<file path="config.mk">
export PLATFORM = sky130hd
export DESIGN_NAME = hazard_ctrl
export DESIGN_NICKNAME = d
export VERILOG_FILES = /design/src/rtl/hazard_ctrl_pkg.sv /design/src/rtl/hazard_ctrl_fwd_select.sv /design/src/rtl/hazard_ctrl.sv
export SDC_FILE = /design/constraint.sdc
export NUM_CORES = 1
export LEC_CHECK = 0
export ABC_AREA = 1
export CAP_MARGIN = 10
export CORE_MARGIN = 10
export CORE_UTILIZATION = 33
export DETAILED_ROUTE_END_ITERATION = 16
export PLACE_DENSITY = 0.63
export RECOVER_POWER = 50
export SLEW_MARGIN = 20
export SYNTH_ARGS = -nofsm -noshare
export SYNTH_HDL_FRONTEND = slang
export SYNTH_SLANG_ARGS = --single-unit
</file>
<file path="constraint.sdc">
create_clock -name clk -period 2.8 [get_ports clk]
set_clock_uncertainty 0.2 [all_clocks]
set_input_delay 0.28 -clock clk [delete_from_list [all_inputs] [get_ports clk]]
set_output_delay 0.28 -clock clk [all_outputs]
set_load 0.05 [all_outputs]
</file>
<file path="src/rtl/hazard_ctrl_pkg.sv">
// rtl/hazard_ctrl_pkg.sv - shared forwarding codes and shadow slot type for the miniRV hazard controller
package hazard_ctrl_pkg;

  localparam logic [1:0] FWD_NONE = 2'd0;
  localparam logic [1:0] FWD_EX   = 2'd1;
  localparam logic [1:0] FWD_MEM  = 2'd2;
  localparam logic [1:0] FWD_WB   = 2'd3;

  typedef struct packed {
    logic [4:0] wr;
    logic       we;
  } slot_t;

endpackage

</file>
<file path="src/rtl/hazard_ctrl_fwd_select.sv">
// rtl/hazard_ctrl_fwd_select.sv - per-source forwarding select and load-use detect
module fwd_select
  import hazard_ctrl_pkg::*;
(
  input  slot_t      ex,
  input  logic       ex_load,
  input  slot_t      mem,
  input  slot_t      wb,
  input  logic       id_valid,
  input  logic       rs_used,
  input  logic [4:0] rr,
  output logic [1:0] sel,
  output logic       load_use
);

  logic src_live;
  logic ex_hit;
  logic mem_hit;
  logic wb_hit;

  assign src_live = id_valid && rs_used && (rr != 5'd0);
  assign ex_hit   = src_live && ex.we  && (ex.wr  == rr);
  assign mem_hit  = src_live && mem.we && (mem.wr == rr);
  assign wb_hit   = src_live && wb.we  && (wb.wr  == rr);
  assign load_use = ex_hit && ex_load;

  always_comb begin
    sel = FWD_NONE;
    // A load still in EX has no usable value, so it masks older matches.
    if (ex_hit && !ex_load) sel = FWD_EX;
    else if (ex_hit)        sel = FWD_NONE;
    else if (mem_hit)       sel = FWD_MEM;
    else if (wb_hit)        sel = FWD_WB;
  end

endmodule

</file>
<file path="src/rtl/hazard_ctrl.sv">
// rtl/hazard_ctrl.sv - miniRV hazard controller: forwarding, load-use stall, branch flush, event counters
module hazard_ctrl
  import hazard_ctrl_pkg::*;
#(
  parameter int CNT_W = 32
) (
  input  logic             clk,
  input  logic             rst,
  input  logic             id_valid,
  input  logic [4:0]       id_rR1,
  input  logic [4:0]       id_rR2,
  input  logic             id_rs1_used,
  input  logic             id_rs2_used,
  input  logic [4:0]       id_wR,
  input  logic             id_rf_we,
  input  logic             id_is_load,
  input  logic             ex_branch_taken,
  output logic             pc_stall,
  output logic             if_id_stall,
  output logic             if_id_flush,
  output logic             id_ex_flush,
  output logic             rs1_hazard,
  output logic             rs2_hazard,
  output logic [1:0]       rs1_fwd_sel,
  output logic [1:0]       rs2_fwd_sel,
  output logic [CNT_W-1:0] stall_cnt,
  output logic [CNT_W-1:0] flush_cnt
);

  slot_t ex_q, mem_q, wb_q;
  logic  ex_load_q;
  logic  lu1, lu2, lu;

  fwd_select u_fwd_rs1 (
    .ex       (ex_q),
    .ex_load  (ex_load_q),
    .mem      (mem_q),
    .wb       (wb_q),
    .id_valid (id_valid),
    .rs_used  (id_rs1_used),
    .rr       (id_rR1),
    .sel      (rs1_fwd_sel),
    .load_use (lu1)
  );

  fwd_select u_fwd_rs2 (
    .ex       (ex_q),
    .ex_load  (ex_load_q),
    .mem      (mem_q),
    .wb       (wb_q),
    .id_valid (id_valid),
    .rs_used  (id_rs2_used),
    .rr       (id_rR2),
    .sel      (rs2_fwd_sel),
    .load_use (lu2)
  );

  assign lu          = lu1 || lu2;
  assign rs1_hazard  = (rs1_fwd_sel != FWD_NONE);
  assign rs2_hazard  = (rs2_fwd_sel != FWD_NONE);
  // A taken branch squashes the stalled instruction anyway, so it overrides the stall.
  assign pc_stall    = lu && !ex_branch_taken;
  assign if_id_stall = lu && !ex_branch_taken;
  assign if_id_flush = ex_branch_taken;
  assign id_ex_flush = ex_branch_taken || lu;

  always_ff @(posedge clk or posedge rst) begin
    if (rst) begin
      ex_q      <= '0;
      mem_q     <= '0;
      wb_q      <= '0;
      ex_load_q <= 1'b0;
    end else begin
      wb_q  <= mem_q;
      mem_q <= ex_q;
      if (id_ex_flush) begin
        ex_q      <= '0;
        ex_load_q <= 1'b0;
      end else begin
        ex_q.wr   <= id_wR;
        ex_q.we   <= id_rf_we && id_valid;
        ex_load_q <= id_is_load;
      end
    end
  end

  always_ff @(posedge clk or posedge rst) begin
    if (rst) begin
      stall_cnt <= '0;
      flush_cnt <= '0;
    end else begin
      if (pc_stall && (stall_cnt != '1))
        stall_cnt <= stall_cnt + 1'b1;
      if (ex_branch_taken && (flush_cnt != '1))
        flush_cnt <= flush_cnt + 1'b1;
    end
  end

endmodule

</file>
---- After elaboration in Yosys (flattened, before gate mapping) ----
Index checks and enable logic that the tools add are counted.
storage, ports and cells
  flip-flop bits (word level) ............. 83
  input bits .............................. 23
  word-level logic and storage cells ...... 61
cells by class
  add/subtract/negate cells ............... 2
  equal/unequal tests ..................... 8
  mux-type cells .......................... 10
  reduce and logical (&&, ||, !) cells .... 32
operators by type and width
  cell                     count
  $add A32 B1 Y32 const B  2
  $ne A32 B32 Y1 const B   2
  $eq A5 B5 Y1             6
  $logic_and A1 B1 Y1      24
  $mux W2                  8
  $reduce_bool A5 Y1       2
  $mux W6                  1
  $reduce_bool A2 Y1       2
  $logic_not A1 Y1         2
  $logic_or A1 B1 Y1       2
  $mux W1                  1

---- Longest topological paths before layout ----
Gate-level depths: netlist (run 1).
  depth after elaboration ................. 9
  gate-level depth with buffers ........... 12
  depth with buffers taken out ............ 11

---- By module ----
Synthesis (run 1) repeated with hierarchy kept, for this count alone.
unflattened totals
  cells, all modules ...................... 896
  area, all modules ....................... 5,641.7 µm²
by module, submodules not included
  module       times used  cells an instance  area an instance (µm²)  seq. area each (µm²)
  hazard_ctrl  1           700                4,840.9                 2,077.0
  fwd_select   2           98                 400.4                   0.0

---- Worst setup path before layout (run 1) ----
OpenSTA, ideal clock, no wires.
  path type ............................... reg2out
  start point ............................. register ex_q[5] (netlist name)
  end point ............................... output port pc_stall
  data arrival time ....................... 2,482 ps
  required time ........................... 2,320 ps
  path slack .............................. -162 ps
  stages on the path, launching flop included .. 9
  cells stage by stage .................... dfrtp_1 inv_1 nand2_1 nand2_1 nand2_1 nor2_1 nand3_1 a211oi_1 buf_4
between the ends
  longest elaborated chain between the ends .. 5
  elaborated cells on any way between the ends .. 8
  classes of those cells .................. 2 x eq/ne; 6 x reduce/logical
RTL lines
  what                     line                          source
  from (decl)              hazard_ctrl.sv:30             slot_t ex_q, mem_q, wb_q;
  $eq A5 B5 Y1             hazard_ctrl_fwd_select.sv:22  assign ex_hit = src_live && ex.we && (ex.wr == rr);
  $logic_and A1 B1 Y1      hazard_ctrl_fwd_select.sv:22
  $logic_and A1 B1 Y1      hazard_ctrl_fwd_select.sv:25  assign load_use = ex_hit && ex_load;
  $logic_or A1 B1 Y1 (*)   hazard_ctrl.sv:58             assign lu = lu1 || lu2;
  $logic_and A1 B1 Y1 (*)  -
  to (decl)                hazard_ctrl.sv:18             output logic pc_stall,
Every way passes the cells marked *; elsewhere a longest branch is shown, timed or not.

---- Worst setup path in the final report (run 1) ----
  start point ............................. input port id_rR1[3]
  end point ............................... output port pc_stall
between the ends
  longest elaborated chain between the ends .. 7
  elaborated cells on any way between the ends .. 8
  classes of those cells .................. 1 x eq/ne; 7 x reduce/logical
RTL lines
  what                     line                          source
  from (decl)              hazard_ctrl.sv:10             input logic [4:0] id_rR1,
  $reduce_bool A5 Y1       hazard_ctrl_fwd_select.sv:21  assign src_live = id_valid && rs_used && (rr != 5'd0);
  $logic_and A1 B1 Y1      hazard_ctrl_fwd_select.sv:21
  $logic_and A1 B1 Y1      hazard_ctrl_fwd_select.sv:22
  $logic_and A1 B1 Y1 (*)  hazard_ctrl_fwd_select.sv:22
  $logic_and A1 B1 Y1 (*)  hazard_ctrl_fwd_select.sv:25
  $logic_or A1 B1 Y1 (*)   hazard_ctrl.sv:58
  $logic_and A1 B1 Y1 (*)  hazard_ctrl.sv:62             assign pc_stall = lu && !ex_branch_taken;
Marks and branches as above.

==> results of run 1 <==
[worst max-delay path, stage by stage]
cell,delay (ps)
dlygate4sd3_1,670
clkinv_1,130
nand2_1,110
nand3_1,100
nor2_1,140
nand3_1,100
a211oi_2,240
buf_4,190
buf_12,140
[synthesized netlist by cell type, drive strengths merged]
cell / number
clkbuf: 5
nand3: 24
dfrtp: 83
o21ai: 19
or2: 1
nand2: 322
buf: 13
ha: 2
nand3b: 17
nor2: 111
a211oi: 1
nand4: 41
xor2: 37
nor3: 19
a21oi: 6
inv: 80
xnor2: 16
[sequential cells by signal, indices dropped and copies added, names as in the netlist]
name       count
wb_q           6
mem_q          6
stall_cnt     32
flush_cnt     32
ex_load_q      1
ex_q           6
[cell type report]
class,count,area (µm²)
Fill cell,1723,8990
Multi-Input combinational cell,616,2920
Sequential cell,83,2080
Timing Repair Buffer,107,1110
Inverter,80,302
Tap cell,216,270
Clock buffer,12,256
Clock inverter,4,72.6
[kinds of logic after synthesis]
kind of cell | after synthesis | share of synthesized area (%)
AND/OR/NAND/NOR | 535 | 42.3
buffers and inverters | 98 | 7.77
flip-flops | 83 | 38.3
XOR/XNOR | 53 | 8.70
AO/OA/AOI/OAI | 26 | 2.51
adder cells (fa/ha/maj) | 2 | 0.461
[power by group through the flow]
| stage | logic [mW] | registers (mW) | clock network, mW |
|---|---|---|---|
| 2_1_floorplan | 0.267 | 1.63 | 0 |
| 3_3_place_gp | 0.774 | 1.42 | 0 |
| 3_5_place_dp | 0.783 | 1.41 | 0 |
| 4_1_cts | 0.785 | 1.39 | 1.36 |
| 5_1_grt | 0.827 | 1.41 | 1.41 |
| 6_report | 0.762 | 1.39 | 1.33 |
[metal layers]
| metal | share of wire (%) | up-vias | wire length [µm] | track usage (%) |
|---|---|---|---|---|
| met5 | 0 | - | 0 | 0 |
| met4 | 1.4 | 0 | 219 | 4.21 |
| met3 | 6.4 | 16 | 1040 | 4.58 |
| met2 | 47 | 128 | 7570 | 24.5 |
| li1 | - | 2694 | - | - |
| met1 | 45 | 2428 | 7320 | 19.0 |
[path summary, 6_finish.rpt]
check                                     end  slack, ps  depth (start not counted)
worst max register to register   flush_cnt[8]        410                          9
worst min register to register        wb_q[0]        190                          0
min in group asynchronous        flush_cnt[4]        550                          2
max in group asynchronous       stall_cnt[21]        790                          3
worst min-delay path                  wb_q[0]        190                          0
worst max-delay path                 pc_stall        220                          9
[through the flow]
step | total power [mW] | cell area (µm²) | utilization, % | hold WS, ps | setup WS (ps)
floorplan | 1.90 | 5430 | - | 154 | 183
global route | 3.64 | 7010 | 43.8 | 199 | 82.3
detailed placement | 2.20 | 6700 | 41.9 | 185 | 253
finish | 3.49 | 7010 | 43.8 | 191 | 216
CTS | 3.54 | 7030 | 43.9 | 126 | 247
global placement | 2.19 | 6700 | 41.9 | 176 | 228
==> impl_metrics.csv, run 1 <==
group,metric,value,unit
power_and_ir_drop,switchingPower,1.13,mW
critical_path,critPathKind,"in -> out",
cells_and_area,layout_commonest_cell,"nand2_1",
placed_design,port_buffers,96,
clock_network,clockBufferDepth,2,
clock_network,cts_resized,0,
power_and_ir_drop,vdd_drop_max,0.347,mV
power_and_ir_drop,p_per_area,497,mW/mm²
yosys,synth_area,0.00542,mm²
cells_and_area,antenna_cells,0,
critical_path,setup.worst_path.start,"id_rR1[3]",
clock_network,ctsHoldBuffers,0,
die,core_area,0.0160,mm²
drt,via_count,5266,
sta,fin_crit_sh,92.3,%
yosys,synth_area_leader_cell,"dfrtp_1",
power_and_ir_drop,clock_power_share,38.2,%
cells_and_area,mostFrequentLayoutCells,"nand2_1, nor2_1, dfrtp_1, inv_1, clkdlybuf4s50_1",
placed_design,dp_hpwl,12.5,mm
critical_path,reg2reg_from,"flush_cnt[1]",
global_routing,grt_max_degree,36,
drt,antenna_left,0,
clock_network,postCtsSetupRepairBufs,0,
die,die_x,148,µm
worst_hold_path,hp-start,"mem_q[0]",
yosys,yosysWarnings,0,
cells_and_area,drive_gt1_share,6.10,%
power_and_ir_drop,p_sw_share,32.3,%
cells_and_area,final_nets,922,
global_routing,grt_overflow,0,
placed_design,place_inst,1102,
critical_path,cp.arrival,2100,ps
clock_network,ctsHtreeMaxLevel,3,
sta,worst_slew_pin_slew,1570,ps
yosys,synth.area.top_cells,"dfrtp_1, nand2_1, nor2_1",
worst_hold_path,min_path_type,"reg -> reg",
yosys,netlist_instances,797,
critical_path,cp_max_fo,5,
global_routing,grt_pass1_vias,5243,
power_and_ir_drop,p_leak,3.25,nW
yosys,ys_seq_area_share,38.3,%
run,maxCapViolations,1,
drt,drc,0,
clock_network,cts_buffers,9,
clock_network,clk_pin_slew,60,ps
global_routing,antenna_found_initial,0,
critical_path,endpoint_kind,"output port",
drt,avgRoutedWirePerCell,14.4,µm
critical_path,start_kind,"primary input",
power_and_ir_drop,intPower,2.36,mW
run_status,violations,"capacitance limit, slew limit",
yosys,synth-seq-cells,83,
clock_network,clock-sinks,83,
power_and_ir_drop,comb_power_share,21.8,%
drt,routed_wl,16.1,mm
sta,final_hold_viol_count,0,
sta,finalCriticalPeriod,2580,ps
cells_and_area,area_delta_synth_final,29.3,%
sta,rsz0062_at_grt,"false",
drt,drt_iter0_markers,383,
clock_network,cts-root-buf,"clkbuf_16",
sta,setup_tns,0,ps
global_routing,track_usage,15.1,%
sta,timing.fmax,0.387,GHz
sta,drv_slew,34,
drt,drt_pre_antenna_iters,5,
placed_design,gp_congestion,0.914,
die,die_h,148,µm
cells_and_area,stdcell_count,1118,
die,fp.dieArea,0.0220,mm²
die,num_rows,46,
sta,finalSetupViolCount,0,
power_and_ir_drop,power_frac_seq,39.9,%
critical_path,cp_data_required_time,2320,ps
run_status,outcome,"finished, violations left",
die,start_util,33.9,%
yosys,ys_types,29,
global_routing,grt_pass1_wl,27.0,mm
die,num_io_pins,97,
sta,slew_headroom,-5.19,%
yosys,synth_top_cell_area_share,38.3,%
clock_network,tritoncts,"yes",
yosys,syn_avg_cell_area,6.81,µm²
yosys,syn_nets,822,
clock_network,clkLatencyLatePin,350,ps
drt,vias_per_cell,4.71,
No activity file was read; power rests on OpenSTA's default activity.
==> run 2, diff against run 1 <==
Settings changed: CTS_CLUSTER_SIZE set to 40, GPL_TIMING_DRIVEN set to 0.
==> run 2 against run 1 <==
Against the previous run: power decreased by 2.8%; largest power group unchanged; wire length increased by 1.9%; count of clock-buffer cells in the layout shrank 2; clock power shrank 7%; the flow now finishes without violations; combinational power is essentially flat; first-iteration DRC count fell by 2.9%; utilization fell by 0.41 points; sequential share of layout area up 0.28 points; cell area down 0.93%; cell count increased by 0.72%; non-clock buffer count grew 8.
==> impl_metrics.csv, run 2 (synthesized netlist as in run 1, its figures left out) <==
group,metric,value,unit
drt,drt_iter0_markers,372,
sta,finalCriticalPeriod,2660,ps
cells_and_area,layout_commonest_cell,"nand2_1",
die,num_rows,46,
placed_design,port_buffers,96,
drt,drc,0,
sta,rsz0062_at_grt,"false",
cells_and_area,fillerInstances,1744,
die,fp.dieArea,0.0220,mm²
sta,drv_slew,0,
cells_and_area,area_delta_synth_final,28.1,%
sta,setup_tns,0,ps
power_and_ir_drop,power.total,3.39,mW
die,die_h,148,µm
die,core_area,0.0160,mm²
critical_path,cpMostUsedCell,"nand2_1",
cells_and_area,ff_latch_area,0.00208,mm²
global_routing,antenna_found_initial,0,
power_and_ir_drop,vdd_drop_max,0.298,mV
clock_network,ctsHoldBuffers,0,
power_and_ir_drop,p_leak,3.26,nW
worst_hold_path,hp-start,"mem_q[0]",
drt,avgRoutedWirePerCell,14.6,µm
worst_hold_path,min_path_type,"reg -> reg",
placed_design,place_area,0.00669,mm²
cells_and_area,mostFrequentLayoutCells,"nand2_1, nor2_1, dfrtp_1, inv_1, clkdlybuf4s50_1",
clock_network,ctsHtreeMaxLevel,3,
clock_network,cts_buffers,9,
drt,antenna_left,0,
global_routing,grt_overflow,0,
critical_path,cp.arrival,2180,ps
cells_and_area,reg.largest.list,"flush_cnt: 32 flops, stall_cnt: 32 flops",
critical_path,cpPeakStageDelay,610,ps
critical_path,crit_buf_inv,4,
global_routing,grt_pass1_vias,5331,
global_routing,grt_pass1_wl,27.4,mm
drt,routed_wl,16.4,mm
run,maxCapViolations,0,
critical_path,cp_max_fo,6,
cells_and_area,fin_util,43.4,%
power_and_ir_drop,p_per_area,488,mW/mm²
die,die_x,148,µm
run_status,outcome,"finished clean",
sta,fin_ws,136,ps
critical_path,cp_data_required_time,2320,ps
clock_network,clk_pin_slew,60,ps
critical_path,path_delay_family,"buffers and inverters",
global_routing,grt_max_degree,55,
die,num_io_pins,97,
drt,via_count,5391,
cells_and_area,fin_area,0.00695,mm²
sta,final_hold_viol_count,0,
placed_design,dp_slack,-459,ps
critical_path,setup.worst_path.start,"id_rR2[3]",
critical_path,reg2reg_from,"stall_cnt[0]",
cells_and_area,drive_gt1_share,6.48,%
cells_and_area,final_nets,930,
placed_design,gp_congestion,0.902,
cells_and_area,multi_input_area,0.00293,mm²
sta,finalSetupViolCount,0,
critical_path,slowest_stage,"clkdlybuf4s50_1",
clock_network,tritoncts,"yes",
cells_and_area,antenna_cells,0,
sta,worst_slew_pin_slew,1340,ps
placed_design,dp_hpwl,12.8,mm
drt,drt_pre_antenna_iters,5,
sta,slew_headroom,10.2,%
global_routing,track_usage,15.3,%
die,start_util,33.9,%
clock_network,cts-root-buf,"clkbuf_16",
sta,fin_crit_sh,95.1,%
critical_path,endpoint_kind,"output port",
clock_network,clock-sinks,83,
clock_network,clkLatencyLatePin,350,ps
clock_network,postCtsSetupRepairBufs,0,
clock_network,clockBufferDepth,2,
sta,timing.fmax,0.375,GHz
critical_path,critPathKind,"in -> out",
drt,vias_per_cell,4.79,
critical_path,cp_cell_sequence,"clkdlybuf4s50_1 -> nor2_1 -> nand3_1 -> nand2_1 -> inv_1 -> nand3_1 -> inv_1 -> nand2_1 -> nand2_1 -> clkdlybuf4s15_1",
critical_path,start_kind,"primary input",
-- run 2: layout make-up --
| class | instances | area share (%) |
|---|---|---|
| clock inverter | 6 | 0.919 |
| sequential | 83 | 29.9 |
| buffer | 18 | 1.75 |
| multi-input combinational | 616 | 42.1 |
| timing repair buffer | 97 | 13.6 |
| tap | 216 | 3.89 |
| inverter | 80 | 4.34 |
| clock buffer | 10 | 3.44 |
-- run 2: through the flow --
step / hold slack [ps] / cells
after global routing: 199 / 1126
after global placement: 162 / 1109
after detailed placement: 169 / 1110
after CTS: 92.8 / 1126
after floorplan: 154 / 797
final: 184 / 1126
-- run 2: per-layer routing --
layer  global-route usage [%]  vias to the layer above  share of wire [%]  wire (µm)
met1                     19.4                     2504                 46       7560
li1                         -                     2719                  -          -
met4                     4.76                        0                1.6        267
met2                     25.0                      145                 46       7610
met5                        0                        -                  0          0
met3                     3.76                       23                6.2       1010
-- run 2: final timing paths --
kind	depth (start not counted)	end	slack, ps
min in group asynchronous	2	flush_cnt[16]	480
worst min-delay path	0	wb_q[0]	180
max in group asynchronous	3	stall_cnt[26]	490
worst max register to register	9	stall_cnt[22]	360
worst min register to register	0	wb_q[0]	180
worst max-delay path	10	rs2_hazard	140
-- run 2: worst register-to-register path, cell delays in order, from the launching register on --
cell,delay [ps]
dfrtp_1,500
ha_1,340
inv_1,130
nor2_4,190
nand2_2,130
nor2_2,190
nand2_2,140
clkbuf_1,280
nand4_1,180
nand2_1,60
-- run 2: where the power goes --
group	internal, mW	switching [mW]
registers	1.28	0.111
clock network	0.716	0.520
logic	0.240	0.519
-- run 2: repair_timing --
item	in CTS	in global routing
pin swaps	0	0
endpoints found under the setup margin	9	4
cloned	0	0
resized for setup	13	7
==> run 3, diff against run 2 <==
Settings changed: ABC_AREA 1 to not set, CORE_UTILIZATION 33 to 35, CTS_CLUSTER_DIAMETER set to 200, PLACE_DENSITY 0.63 to 0.69.
==> run 3 against run 2 <==
Against the previous run: non-clock buffer count down 11; area after synthesis down 26%; clock power about the same; largest cell class is now registers; highest routed layer unchanged.
==> impl_metrics.csv, run 3 <==
group,metric,value,unit
die,fp.dieArea,0.0162,mm²
worst_hold_path,hold-path-endpoint,"wb_q[0]",
yosys,synthArstFlopShare,100,%
yosys,synth.area.top_cells,"dfrtp_1, xnor2_1, xor2_1",
yosys,syn_avg_cell_area,10.5,µm²
sta,drv_slew,0,
clock_network,ctsHoldBuffers,0,
critical_path,reg2reg_from,"stall_cnt[4]",
global_routing,grt_pass1_vias,3280,
drt,drt_pre_antenna_iters,4,
drt,drc,0,
cells_and_area,drive_gt1_share,8.65,%
global_routing,grt_overflow,0,
yosys,synth_common_cells,"dfrtp_1, xnor2_1, nand2_1",
placed_design,dp_hpwl,7.72,mm
clock_network,ctsHtreeMaxLevel,3,
critical_path,worstReg2RegEnd,"stall_cnt[31]",
global_routing,grt_pass1_wl,17.0,mm
cells_and_area,area_delta_synth_final,36.7,%
critical_path,cp_max_fo,6,
global_routing,grt_max_degree,53,
drt,vias_per_cell,4.85,
yosys,synth.most_common_cell,"dfrtp_1",
die,num_io_pins,97,
drt,drt_iter0_markers,147,
die,core_area,0.0113,mm²
sta,fin_crit_sh,94.4,%
placed_design,port_buffers,95,
drt,routed_wl,10.2,mm
cells_and_area,antenna_cells,0,
power_and_ir_drop,p_per_area,556,mW/mm²
clock_network,clk_pin_slew,70,ps
clock_network,clockBufferDepth,2,
yosys,synth_area_leader_cell,"dfrtp_1",
drt,via_count,3101,
critical_path,r2r.worst_path.cells,6,
sta,final_hold_viol_count,0,
die,die_x,127,µm
worst_hold_path,min_path_type,"reg -> reg",
critical_path,critPathKind,"reg -> out",
drt,dr_wl_met3,462,µm
clock_network,cts_buffers,9,
cells_and_area,stdcell_count,640,
yosys,synth-seq-cells,83,
sta,worst_hold_slack,207,ps
critical_path,start_kind,"flop",
clock_network,cts-root-buf,"clkbuf_16",
sta,setup_tns,0,ps
critical_path,cp_data_required_time,2320,ps
yosys,ys_types,36,
cells_and_area,mostFrequentLayoutCells,"dfrtp_1, clkdlybuf4s50_1, xnor2_1, nand2_1, xor2_1",
global_routing,antenna_found_initial,0,
yosys,synth_edf_count,0,
clock_network,clock-sinks,83,
die,start_util,35.5,%
placed_design,place_inst,621,
critical_path,cp.arrival,2160,ps
cells_and_area,layout_commonest_cell,"dfrtp_1",
yosys,synth_flop_cell,"dfrtp_1",
cells_and_area,fillerInstances,1059,
run_status,outcome,"finished clean",
cells_and_area,final_nets,517,
yosys,netlist_instances,382,
drt,highest_layer,"met4",
power_and_ir_drop,vdd_drop_max,0.617,mV
sta,finalSetupViolCount,0,
clock_network,tritoncts,"yes",
power_and_ir_drop,p_leak,2.57,nW
placed_design,gp_congestion,0.822,
drt,route.met2.wl,5.20,mm
yosys,yosysWarnings,0,
yosys,synth_area,0.00402,mm²
die,num_rows,39,
cells_and_area,reg.largest.list,"flush_cnt: 32 flops, stall_cnt: 32 flops",
drt,antenna_left,0,
sta,worst_slew_pin_slew,1440,ps
critical_path,ff2ff_setup_slack,190,ps
drt,wl_met1,4.39,mm
drt,avgRoutedWirePerCell,16.0,µm
sta,timing.fmax,0.378,GHz
run,maxCapViolations,0,
sta,slew_headroom,3.23,%
critical_path,endpoint_kind,"output port",
yosys,syn_nets,407,
die,die_h,127,µm
clock_network,clkLatencyLatePin,330,ps
worst_hold_path,hp-start,"mem_q[0]",
sta,finalCriticalPeriod,2640,ps
yosys,synth_top_cell_area_share,51.6,%
sta,rsz0062_at_grt,"false",
global_routing,track_usage,12.7,%
yosys,ys_seq_area_share,51.6,%
worst_hold_path,worst_hold_path.num_cells,0,
-- run 3: cell types whose count changed in the layout (fill, tap and decap cells not counted), sizes merged, moves of 17 or more --
cell / before / now
nand2: 322 / 41
nor2: 111 / 35
inv: 80 / 10
xnor2: 16 / 52
nand4: 41 / 19
nand3b: 17 / 0
-- run 3: final cells by class --
class                   count  area (µm²)  area share, %
plain buffers               5        41.3          0.751
clock buffers              12         236           4.30
clock inverters             4        75.1           1.36
inverters                  11        42.5          0.773
multi-input cells         283        1900           34.6
flip-flops and latches     83        2080           37.8
well taps                 143         179           3.25
repair buffers             99         947           17.2
-- run 3: report_power, final --
group	switching, mW	internal [mW]	leakage [nW]	total [mW]
Sequential	0.0800	1.26	1.12	1.34
Clock	0.470	0.783	0.143	1.25
Combinational	0.291	0.177	1.30	0.469
-- run 3: repair_timing --
action / in CTS / in global routing
endpoints found under the setup margin: 9 / 12
buffers inserted: 2 / 1
gates resized for setup: 50 / 7
pin swaps: 2 / 2
-- run 3: cell families (layout without fill, tap and decap cells) --
family,after synthesis,in the layout,synth area share [%]
flops,83,83,51.6
simple gates,175,175,22.0
mux,3,3,0.778
fa+ha+maj,2,2,0.622
buf+inv,16,131,2.05
compound gates,11,11,2.86
xor+xnor,92,92,20.0
-- run 3: worst max-delay path, stage by stage (launching register included) --
cell and delay [ps]:
dfrtp_1 430, xnor2_1 190, nand4_1 180, nor3_4 420, o21ai_4 120, and2_1 180, inv_1 50, buf_2 250
-- run 3: worst max-delay path by stage --
| stage | startpoint | end |
|---|---|---|
| floorplan | id_rR2[0] | rs2_fwd_sel[0] |
| global placement | rst | mem_q[5] |
| detailed placement | id_rR2[0] | id_ex_flush |
| CTS | id_rR1[3] | rs1_hazard |
| global route | stall_cnt[5] | stall_cnt[31] |
| finish | ex_q[5] | id_ex_flush |
-- run 3: stage by stage --
step                setup WS, ps  cell area (µm²)  utilization (%)  power, mW
finish                       156             5500             48.6       3.06
global route                2.37             5500             48.6       3.18
CTS                         35.7             5500             48.6       3.11
detailed placement          -757             5190             45.9       1.84
global placement           -1120             5160             45.6       1.82
floorplan                   10.4             4030                -       1.65
-- run 3: metal layers --
layer  global-route usage [%]  vias up
met4                     5.43        0
met3                     3.02       10
met2                     21.5       51
met1                     15.0     1512
met5                        0        -
li1                         -     1528
